**src/rtl/fp_pkg.sv**
```systemverilog
// Shared definitions for the FP add/sub alignment front end.
// Field offsets, FSM encoding and the shift saturation limit.
package fp_pkg;

  localparam int MANT_W   = 23;
  localparam int EXP_W    = 8;
  localparam int FRAC_LSB = 0;

  typedef enum logic [1:0] {
    S_IDLE,
    S_LOAD,
    S_WAIT,
    S_OUT
  } state_t;

  function automatic int sign_pos(int m, int e);
    return m + e;
  endfunction

  function automatic int exp_lsb(int m);
    return m;
  endfunction

  function automatic int shift_limit(int m);
    return m + 1;
  endfunction

endpackage

```
**src/rtl/fp_unpack_cmp.sv**
```systemverilog
// Combinational unpack, hidden-bit insertion, magnitude order
// and saturated exponent difference for an operand pair.
module fp_unpack_cmp
  import fp_pkg::*;
#(
  parameter int Mantissa_Size = MANT_W,
  parameter int Exponent_Size = EXP_W
) (
  input  logic [Mantissa_Size+Exponent_Size:0] op_a,
  input  logic [Mantissa_Size+Exponent_Size:0] op_b,
  input  logic                                 op_sub,
  output logic                                 a_big,
  output logic                                 big_sign,
  output logic                                 eff_sub,
  output logic [Mantissa_Size:0]               big_mant,
  output logic [Mantissa_Size:0]               small_mant,
  output logic [Exponent_Size-1:0]             big_exp,
  output logic [Exponent_Size-1:0]             small_exp,
  output logic [Exponent_Size-1:0]             shifts,
  output logic                                 diff_zero
);

  localparam int M  = Mantissa_Size;
  localparam int E  = Exponent_Size;
  localparam int SP = sign_pos(M, E);
  localparam int EL = exp_lsb(M);
  localparam logic [E-1:0] LIMIT = E'(shift_limit(M));

  logic [E-1:0] exp_a, exp_b;
  logic [E-1:0] eexp_a, eexp_b;
  logic [E-1:0] diff;
  logic [M:0]   mant_a, mant_b;

  always_comb begin
    exp_a  = op_a[EL +: E];
    exp_b  = op_b[EL +: E];
    // denormals behave as exponent 1 with no hidden bit
    eexp_a = (exp_a == '0) ? E'(1) : exp_a;
    eexp_b = (exp_b == '0) ? E'(1) : exp_b;
    mant_a = {exp_a != '0, op_a[FRAC_LSB +: M]};
    mant_b = {exp_b != '0, op_b[FRAC_LSB +: M]};

    a_big = {eexp_a, mant_a} >= {eexp_b, mant_b};
    eff_sub = op_a[SP] ^ op_b[SP] ^ op_sub;

    big_sign   = a_big ? op_a[SP] : op_b[SP];
    big_mant   = a_big ? mant_a : mant_b;
    small_mant = a_big ? mant_b : mant_a;
    big_exp    = a_big ? eexp_a : eexp_b;
    small_exp  = a_big ? eexp_b : eexp_a;

    diff      = big_exp - small_exp;
    shifts    = (diff > LIMIT) ? LIMIT : diff;
    diff_zero = (diff == '0);
  end

endmodule

```
**src/rtl/fp_align_ctrl.sv**
```systemverilog
// Alignment front end: orders operands, drives shift_register,
// then hands the aligned pair to the adder over valid/ready.
module fp_align_ctrl
  import fp_pkg::*;
#(
  parameter int Mantissa_Size = MANT_W,
  parameter int Exponent_Size = EXP_W
) (
  input  logic                                 clk,
  input  logic                                 reset,
  input  logic                                 in_valid,
  output logic                                 in_ready,
  input  logic [Mantissa_Size+Exponent_Size:0] op_a,
  input  logic [Mantissa_Size+Exponent_Size:0] op_b,
  input  logic                                 op_sub,
  output logic                                 sr_load,
  output logic [Mantissa_Size:0]               sr_mantissa,
  output logic [Exponent_Size-1:0]             sr_exponent,
  output logic [Exponent_Size-1:0]             sr_no_of_shifts,
  output logic                                 sr_direction,
  input  logic [Mantissa_Size:0]               sr_shiftedMantissa,
  input  logic                                 sr_done,
  output logic                                 out_valid,
  input  logic                                 out_ready,
  output logic [Mantissa_Size:0]               big_mantissa,
  output logic [Mantissa_Size:0]               small_mantissa,
  output logic [Exponent_Size-1:0]             common_exponent,
  output logic                                 big_sign,
  output logic                                 eff_sub,
  output logic                                 swapped
);

  localparam int M = Mantissa_Size;
  localparam int E = Exponent_Size;

  state_t state, state_n;
  logic   wait_first;

  logic         u_a_big, u_big_sign, u_eff_sub, u_diff_zero;
  logic [M:0]   u_big_mant, u_small_mant;
  logic [E-1:0] u_big_exp, u_small_exp, u_shifts;
  logic [E-1:0] small_exp;
  logic [E-1:0] shifts;

  fp_unpack_cmp #(
    .Mantissa_Size(M),
    .Exponent_Size(E)
  ) u_cmp (
    .op_a      (op_a),
    .op_b      (op_b),
    .op_sub    (op_sub),
    .a_big     (u_a_big),
    .big_sign  (u_big_sign),
    .eff_sub   (u_eff_sub),
    .big_mant  (u_big_mant),
    .small_mant(u_small_mant),
    .big_exp   (u_big_exp),
    .small_exp (u_small_exp),
    .shifts    (u_shifts),
    .diff_zero (u_diff_zero)
  );

  logic accept;
  logic capture;

  assign in_ready  = (state == S_IDLE) & ~reset;
  assign sr_load   = (state == S_LOAD) & ~reset;
  assign out_valid = (state == S_OUT) & ~reset;
  assign accept    = in_ready & in_valid;
  // the first WAIT cycle may still see done from the previous job
  assign capture   = (state == S_WAIT) & ~wait_first & sr_done;

  assign sr_direction    = 1'b1;
  assign sr_mantissa     = small_mantissa;
  assign sr_exponent     = small_exp;
  assign sr_no_of_shifts = shifts;

  always_comb begin
    state_n = state;
    unique case (state)
      S_IDLE: if (in_valid) state_n = u_diff_zero ? S_OUT : S_LOAD;
      S_LOAD: state_n = S_WAIT;
      S_WAIT: if (capture) state_n = S_OUT;
      S_OUT:  if (out_ready) state_n = S_IDLE;
    endcase
  end

  always_ff @(posedge clk) begin
    if (reset) begin
      state           <= S_IDLE;
      wait_first      <= 1'b0;
      big_mantissa    <= '0;
      small_mantissa  <= '0;
      common_exponent <= '0;
      small_exp       <= '0;
      shifts          <= '0;
      big_sign        <= 1'b0;
      eff_sub         <= 1'b0;
      swapped         <= 1'b0;
    end else begin
      state      <= state_n;
      wait_first <= (state == S_LOAD);
      if (accept) begin
        big_mantissa    <= u_big_mant;
        small_mantissa  <= u_small_mant;
        common_exponent <= u_big_exp;
        small_exp       <= u_small_exp;
        shifts          <= u_shifts;
        big_sign        <= u_big_sign;
        eff_sub         <= u_eff_sub;
        swapped         <= ~u_a_big;
      end
      if (capture) small_mantissa <= sr_shiftedMantissa;
    end
  end

endmodule

```
**config.mk**
```make
export PLATFORM = sky130hd
export DESIGN_NAME = fp_align_ctrl
export DESIGN_NICKNAME = d
export VERILOG_FILES = /design/src/rtl/fp_pkg.sv /design/src/rtl/fp_unpack_cmp.sv /design/src/rtl/fp_align_ctrl.sv
export SDC_FILE = /design/constraint.sdc
export NUM_CORES = 1
export LEC_CHECK = 0
export BUFFER_PORTS_ARGS = -buffer_cell sky130_fd_sc_hd__buf_2
export CAP_MARGIN = 0
export CORE_MARGIN = 5
export CORE_UTILIZATION = 55
export CTS_BUF_LIST = sky130_fd_sc_hd__clkbuf_4
export DETAILED_ROUTE_END_ITERATION = 12
export GPL_TIMING_DRIVEN = 0
export PLACE_DENSITY = 0.88
export SYNTH_ARGS = -nofsm -noshare
export SYNTH_HDL_FRONTEND = slang
export SYNTH_SLANG_ARGS = --single-unit
```
**constraint.sdc**
```tcl
create_clock -name clk -period 13.18 [get_ports clk]
set_input_delay 2.636 -clock clk [delete_from_list [all_inputs] [get_ports clk]]
set_output_delay 2.636 -clock clk [all_outputs]
set_load 0.05 [all_outputs]
```
After elaboration in Yosys (flattened, before gate mapping) --
Index checks and enable logic that the tools add are counted.
Word-level totals: register bits after elaboration 78, bits in latches 0, RAM bits 0, memory bits (read-only) 0, input port bits 94, output and inout bits 103, memories kept 0
Operators by class: add/sub/neg operators 1, multipliers 0, div/mod/pow operators 0, magnitude comparators 2, equal/unequal tests 6, shift-type cells 0, mux-type cells 15, bitwise gates (word level) 11, reduce and logical (&&, ||, !) cells 8
Operators with widths (count):
- $mux 24 | 4
- $mux 8 | 5
- $ge 32x32->1 | 1
- $logic_not 8->1 | 3
- $reduce_bool 8->1 | 2
- $gt 8x5->1 const B | 1
- $mux 2 | 4
- $pmux 2 s4 | 1
- $sub 8x8->8 | 1
- $and 1x1->1 | 6
- $ne 2x2->1 const B | 3
- $eq 2x2->1 const B | 2
- $not 1->1 | 3
- $reduce_and 3->1 | 1
- $eq 2x1->1 const B | 1
- $logic_not 2->1 | 1
- $reduce_bool 2->1 | 1
- $xor 1x1->1 | 2
- $mux 1 | 1

Longest topological paths before layout --
depth after elaboration 9, mapped depth 17, mapped depth without buffers 17

Hierarchy --
Synthesis repeated with hierarchy kept, for this count alone.
Second synthesis, totals: cells, all modules 768, area total of the unflattened synthesis 5449.0 sq um
By module, submodules not included:
- fp_align_ctrl | instances 1, cells an instance 408, area an instance 3328.2 sq um, seq. area each 1561.5 sq um
- fp_unpack_cmp | instances 1, cells an instance 360, area an instance 2120.8 sq um, seq. area each 0.0 sq um

Least setup slack after synthesis --
OpenSTA, ideal clock, no wires.
path kind input-to-reg, start point in op_b[27], end point reg shifts[4] (netlist: sr_no_of_shifts[4]), library setup time 0.120 ns, arrival time 6.377 ns, data required time 13.060 ns, slack 6.684 ns, stages 16, buffers on the path 0, cells stage by stage or4_1 -> nor2_1 -> nor2_1 -> ha_1 -> nand4_1 -> nor3_1 -> a221oi_1 -> and2_1 -> nand4_1 -> and2_1 -> ha_1 -> a31oi_1 -> a21oi_1 -> or4_1 -> a221o_1 -> o31a_1
Between the ends: longest elaborated chain between the ends 7
Ends and longest elaborated chain:
- start: declaration | line fp_align_ctrl.sv:14 | input logic [Mantissa_Size+Exponent_Size:0] op_b,
- $logic_not 8->1 | line fp_unpack_cmp.sv:39 | eexp_b = (exp_b == '0) ? E'(1) : exp_b;
- $mux 8 | line fp_unpack_cmp.sv:39
- $ge 32x32->1 | line fp_unpack_cmp.sv:43 | a_big = {eexp_a, mant_a} >= {eexp_b, mant_b};
- $mux 8 (on tied branches) | line fp_unpack_cmp.sv:49, fp_unpack_cmp.sv:50
- $sub 8x8->8 (*) | line fp_unpack_cmp.sv:52 | diff = big_exp - small_exp;
- $gt 8x5->1 | line fp_unpack_cmp.sv:53 | shifts = (diff > LIMIT) ? LIMIT : diff;
- $mux 8 (*) | line fp_unpack_cmp.sv:53
- end signal: assignment | line fp_align_ctrl.sv:108 | shifts <= u_shifts;
- end: declaration | line fp_align_ctrl.sv:43 | logic [E-1:0] shifts;
Mark *: on every way between the ends. The rest lies on a longest branch, timed or not. A chain may end at the register's enable or synchronous reset.

Worst setup path after layout --
start point in op_b[30], end point reg shifts[0] (netlist: sr_no_of_shifts[0])
Same word-level chain as after synthesis.

==> impl_metrics.yaml <==
outcome:
  outcome: "completed"
sta:
  period_share_pct: 52.9
  fmax_ghz: 0.143
  setup_tns_ps: 0
  post-route-min-period_ps: 6970
  setup_violations: 0
  max_slew_margin_pct: 54.9
  rsz0062_at_grt: "no"
  fin_skew_ps: 12.8
  drv_slew: 0
  worst_pin_slew_ps: 676
  hold_viol: 0
worst_setup_path:
  cp-end-kind: "flip-flop"
  ff2ff_setup_slack_ps: 10770
  start_kind: "primary input"
  r2r_start: "state[1]"
  cp-endpoint: "sr_no_of_shifts[0]"
  worst_ep_arrival_time_ps: 7320
  worstPathMaxFanout: 5
  slowest_stage: "or4_1"
  crit_required_ps: 13530
  crit_start: "op_b[30]"
  cpPeakStageDelay_ps: 510
  path_cells: "buf_2 -> or4_1 -> nor2_1 -> nor2_1 -> ha_1 -> nand4_1 -> nor3_1 -> a221oi_1 -> and2_1 -> nand4_1 -> and2_1 -> ha_1 -> a31oi_1 -> a21oi_1 -> or4_1 -> a221o_1 -> o41ai_2"
  reg2reg_depth: 9
  reg2reg_to: "small_mantissa[22]"
  path_class: "primary input to flip-flop"
power:
  power_leakage_nw: 3.07
  p_per_area_nw_per_um2: 132
  power_mw: 0.859
  vdd_drop_max_mv: 0.0699
grt:
  grt_pass1_wl_um: 27500
  grt_max_degree: 14
  overflow: 0
  grt_pass1_vias: 5431
  antenna_found_initial: 0
  grtUsageTotal_pct: 29.9
detailed_routing:
  first_iter_violations: 485
  detail_route.first_pass.iterations: 6
  remaining_drc_errors: 0
  via_per_inst: 5.74
  drt-total-wl_um: 17500
  via_count: 5886
  avgRoutedWirePerCell_um: 17.1
  antenna_left: 0
finish:
  final_cells: 1025
  nets: 1023
  fin_util_pct: 70.7
  syn_to_final_growth_pct: 25.5
  antenna-diode-count: 0
  drive_gt1_share_pct: 27.9
floorplanning:
  die_area_um2: 11500
  ios: 197
  rows: 35
  start_util_pct: 56.3
  die_h_um: 107
  dieWidth_um: 107
  core_um2: 9240
clocking:
  cts_hold_buf: 0
  cts_tree: "yes"
  root_buffer: "clkbuf_4"
  cts_sinks: 78
  clk_latency_ps: 430
  post_cts_buffers: 0
  cts_resized: 0
  clock_path_buffers: 2
  cts_buffers: 9
  clk_pin_slew_ps: 130
  h-tree-depth: 3
yosys:
  synth_cells: 685
  seq_area_frac_synth_pct: 30.0
  async_reset_ff_share_pct: 0
  syn-num-nets: 817
  yosysWarnings: 0
  avgSynthCellArea_um2: 7.59
  synth_area_um2: 5200
  synth_edf_count: 0
  synth_cell_types: 60
  synth_top_flop_cell: "dfxtp_1"
  synth_seq_cells: 78
placed_design:
  hpwl_um: 14000
  place_congestion: 0.973
  portBuffers: 195
  dpl.cell_count: 1009
worst_hold_path:
  hold_path.class: "flip-flop to flip-flop"
  whs_path_depth: 2
job:
  max_cap_viol_count: 0
## cell usage after synthesis, types with 2 or more instances
master / n / area, um^2
a211oi_1: 15 / 113
a21o_1: 2 / 15.0
a21oi_1: 75 / 375
a221oi_1: 2 / 17.5
a31oi_1: 5 / 31.3
and2_1: 7 / 43.8
buf_1: 8 / 30.0
buf_2: 3 / 15.0
buf_4: 25 / 188
clkbuf_1: 42 / 158
dfxtp_1: 78 / 1560
ha_1: 38 / 475
inv_1: 39 / 146
mux2i_1: 4 / 40.0
nand2_1: 70 / 263
nand2b_1: 2 / 12.5
nand3_1: 4 / 20.0
nand3b_1: 34 / 255
nand4_1: 9 / 56.3
nor2_1: 69 / 259
nor2b_1: 9 / 56.3
nor3_1: 2 / 10.0
nor3b_1: 2 / 15.0
nor4_1: 3 / 18.8
o2111ai_1: 2 / 17.5
o211ai_1: 50 / 375
o21ai_0: 46 / 230
o31ai_1: 3 / 22.5
or4_1: 3 / 22.5
xor2_1: 4 / 35.0
## power breakdown
part,internal (mW),switching [mW],leakage (nW)
Clock,0.101,0.0903,0.101
Combinational,0.110,0.273,2.33
Sequential,0.265,0.0196,0.640
Total,0.477,0.383,3.07
## how the worst min path moves through the flow
stage	slack [ps]	startpoint	endpoint
global route	490	sr_no_of_shifts[2]	sr_no_of_shifts[2]
detailed placement	440	sr_no_of_shifts[2]	sr_no_of_shifts[2]
finish	470	sr_no_of_shifts[2]	sr_no_of_shifts[2]
global placement	430	sr_no_of_shifts[2]	sr_no_of_shifts[2]
floorplan	510	state[0]	state[0]
CTS	470	sr_no_of_shifts[2]	sr_no_of_shifts[2]
## placed cells by master, fill, tap and decap left out, types with 2 or more instances in the layout
cell / Yosys / layout
a211oi_1: 15 / 15
nand2_1: 70 / 70
xor2_1: 4 / 4
nand2b_1: 2 / 2
a221oi_1: 2 / 2
or4_1: 3 / 3
o21ai_0: 46 / 46
and2_1: 7 / 7
nor3_1: 2 / 2
a31oi_1: 5 / 5
nor4_1: 3 / 3
bufinv_16: 0 / 3
o211ai_1: 50 / 50
clkbuf_1: 42 / 42
buf_2: 3 / 198
o31ai_1: 3 / 3
buf_1: 8 / 8
a21oi_1: 75 / 75
clkbuf_4: 0 / 11
o2111ai_1: 2 / 2
dfxtp_1: 78 / 78
ha_1: 38 / 38
nand3_1: 4 / 4
mux2i_1: 4 / 4
nand3b_1: 34 / 34
nor3b_1: 2 / 2
clkinv_4: 0 / 2
nor2_1: 69 / 69
buf_4: 25 / 25
inv_1: 39 / 39
a21o_1: 2 / 2
nand4_1: 9 / 9
nor2b_1: 9 / 9
## state kept, by name, indices dropped and copies added, names as in the netlist
name	count
common_exponent	8
wait_first	1
state	2
big_sign	1
eff_sub	1
big_mantissa	24
sr_no_of_shifts	8
sr_exponent	8
swapped	1
small_mantissa	24
## cell families after synthesis
| kind of cell | after synthesis | synth area share, % |
|---|---|---|
| fa+ha+maj | 38 | 9.14 |
| buf+inv | 117 | 10.3 |
| other cells | 1 | 0.0721 |
| flops | 78 | 30.0 |
| compound gates | 219 | 27.0 |
| simple gates | 220 | 21.1 |
| xor+xnor | 5 | 0.842 |
| mux | 7 | 1.47 |
## layer usage
layer	vias up	GRT usage [%]	routed length (um)
li1	2823	-	-
met4	0	10.1	427
met5	-	0	0
met3	36	5.82	1730
met2	306	47.9	8020
met1	2721	40.1	7310
## area by class of cell
class,count,area [um^2]
Timing Repair Buffer,195,976
Clock buffer,11,82.6
Sequential cell,78,1560
Clock inverter,5,108
Inverter,39,146
Fill cell,840,2710
Multi-Input combinational cell,490,3100
Buffer,78,390
Tap cell,129,161
## worst max-delay path, delay by kind of cell
| kind | cells | cell delay [ps] |
|---|---|---|
| simple gates | 9 | 2460 |
| compound gates | 5 | 1530 |
| fa+ha+maj | 2 | 550 |
| buf+inv | 1 | 130 |
## stage by stage
stage	cell area (um^2)	setup slack (ps)	hold slack [ps]
floorplan	5200	6680	511
global placement	6340	5860	435
detailed placement	6340	5870	442
CTS	6530	6320	470
global route	6530	6020	489
finish	6530	6210	469
Power figures use the tool's default switching activity.
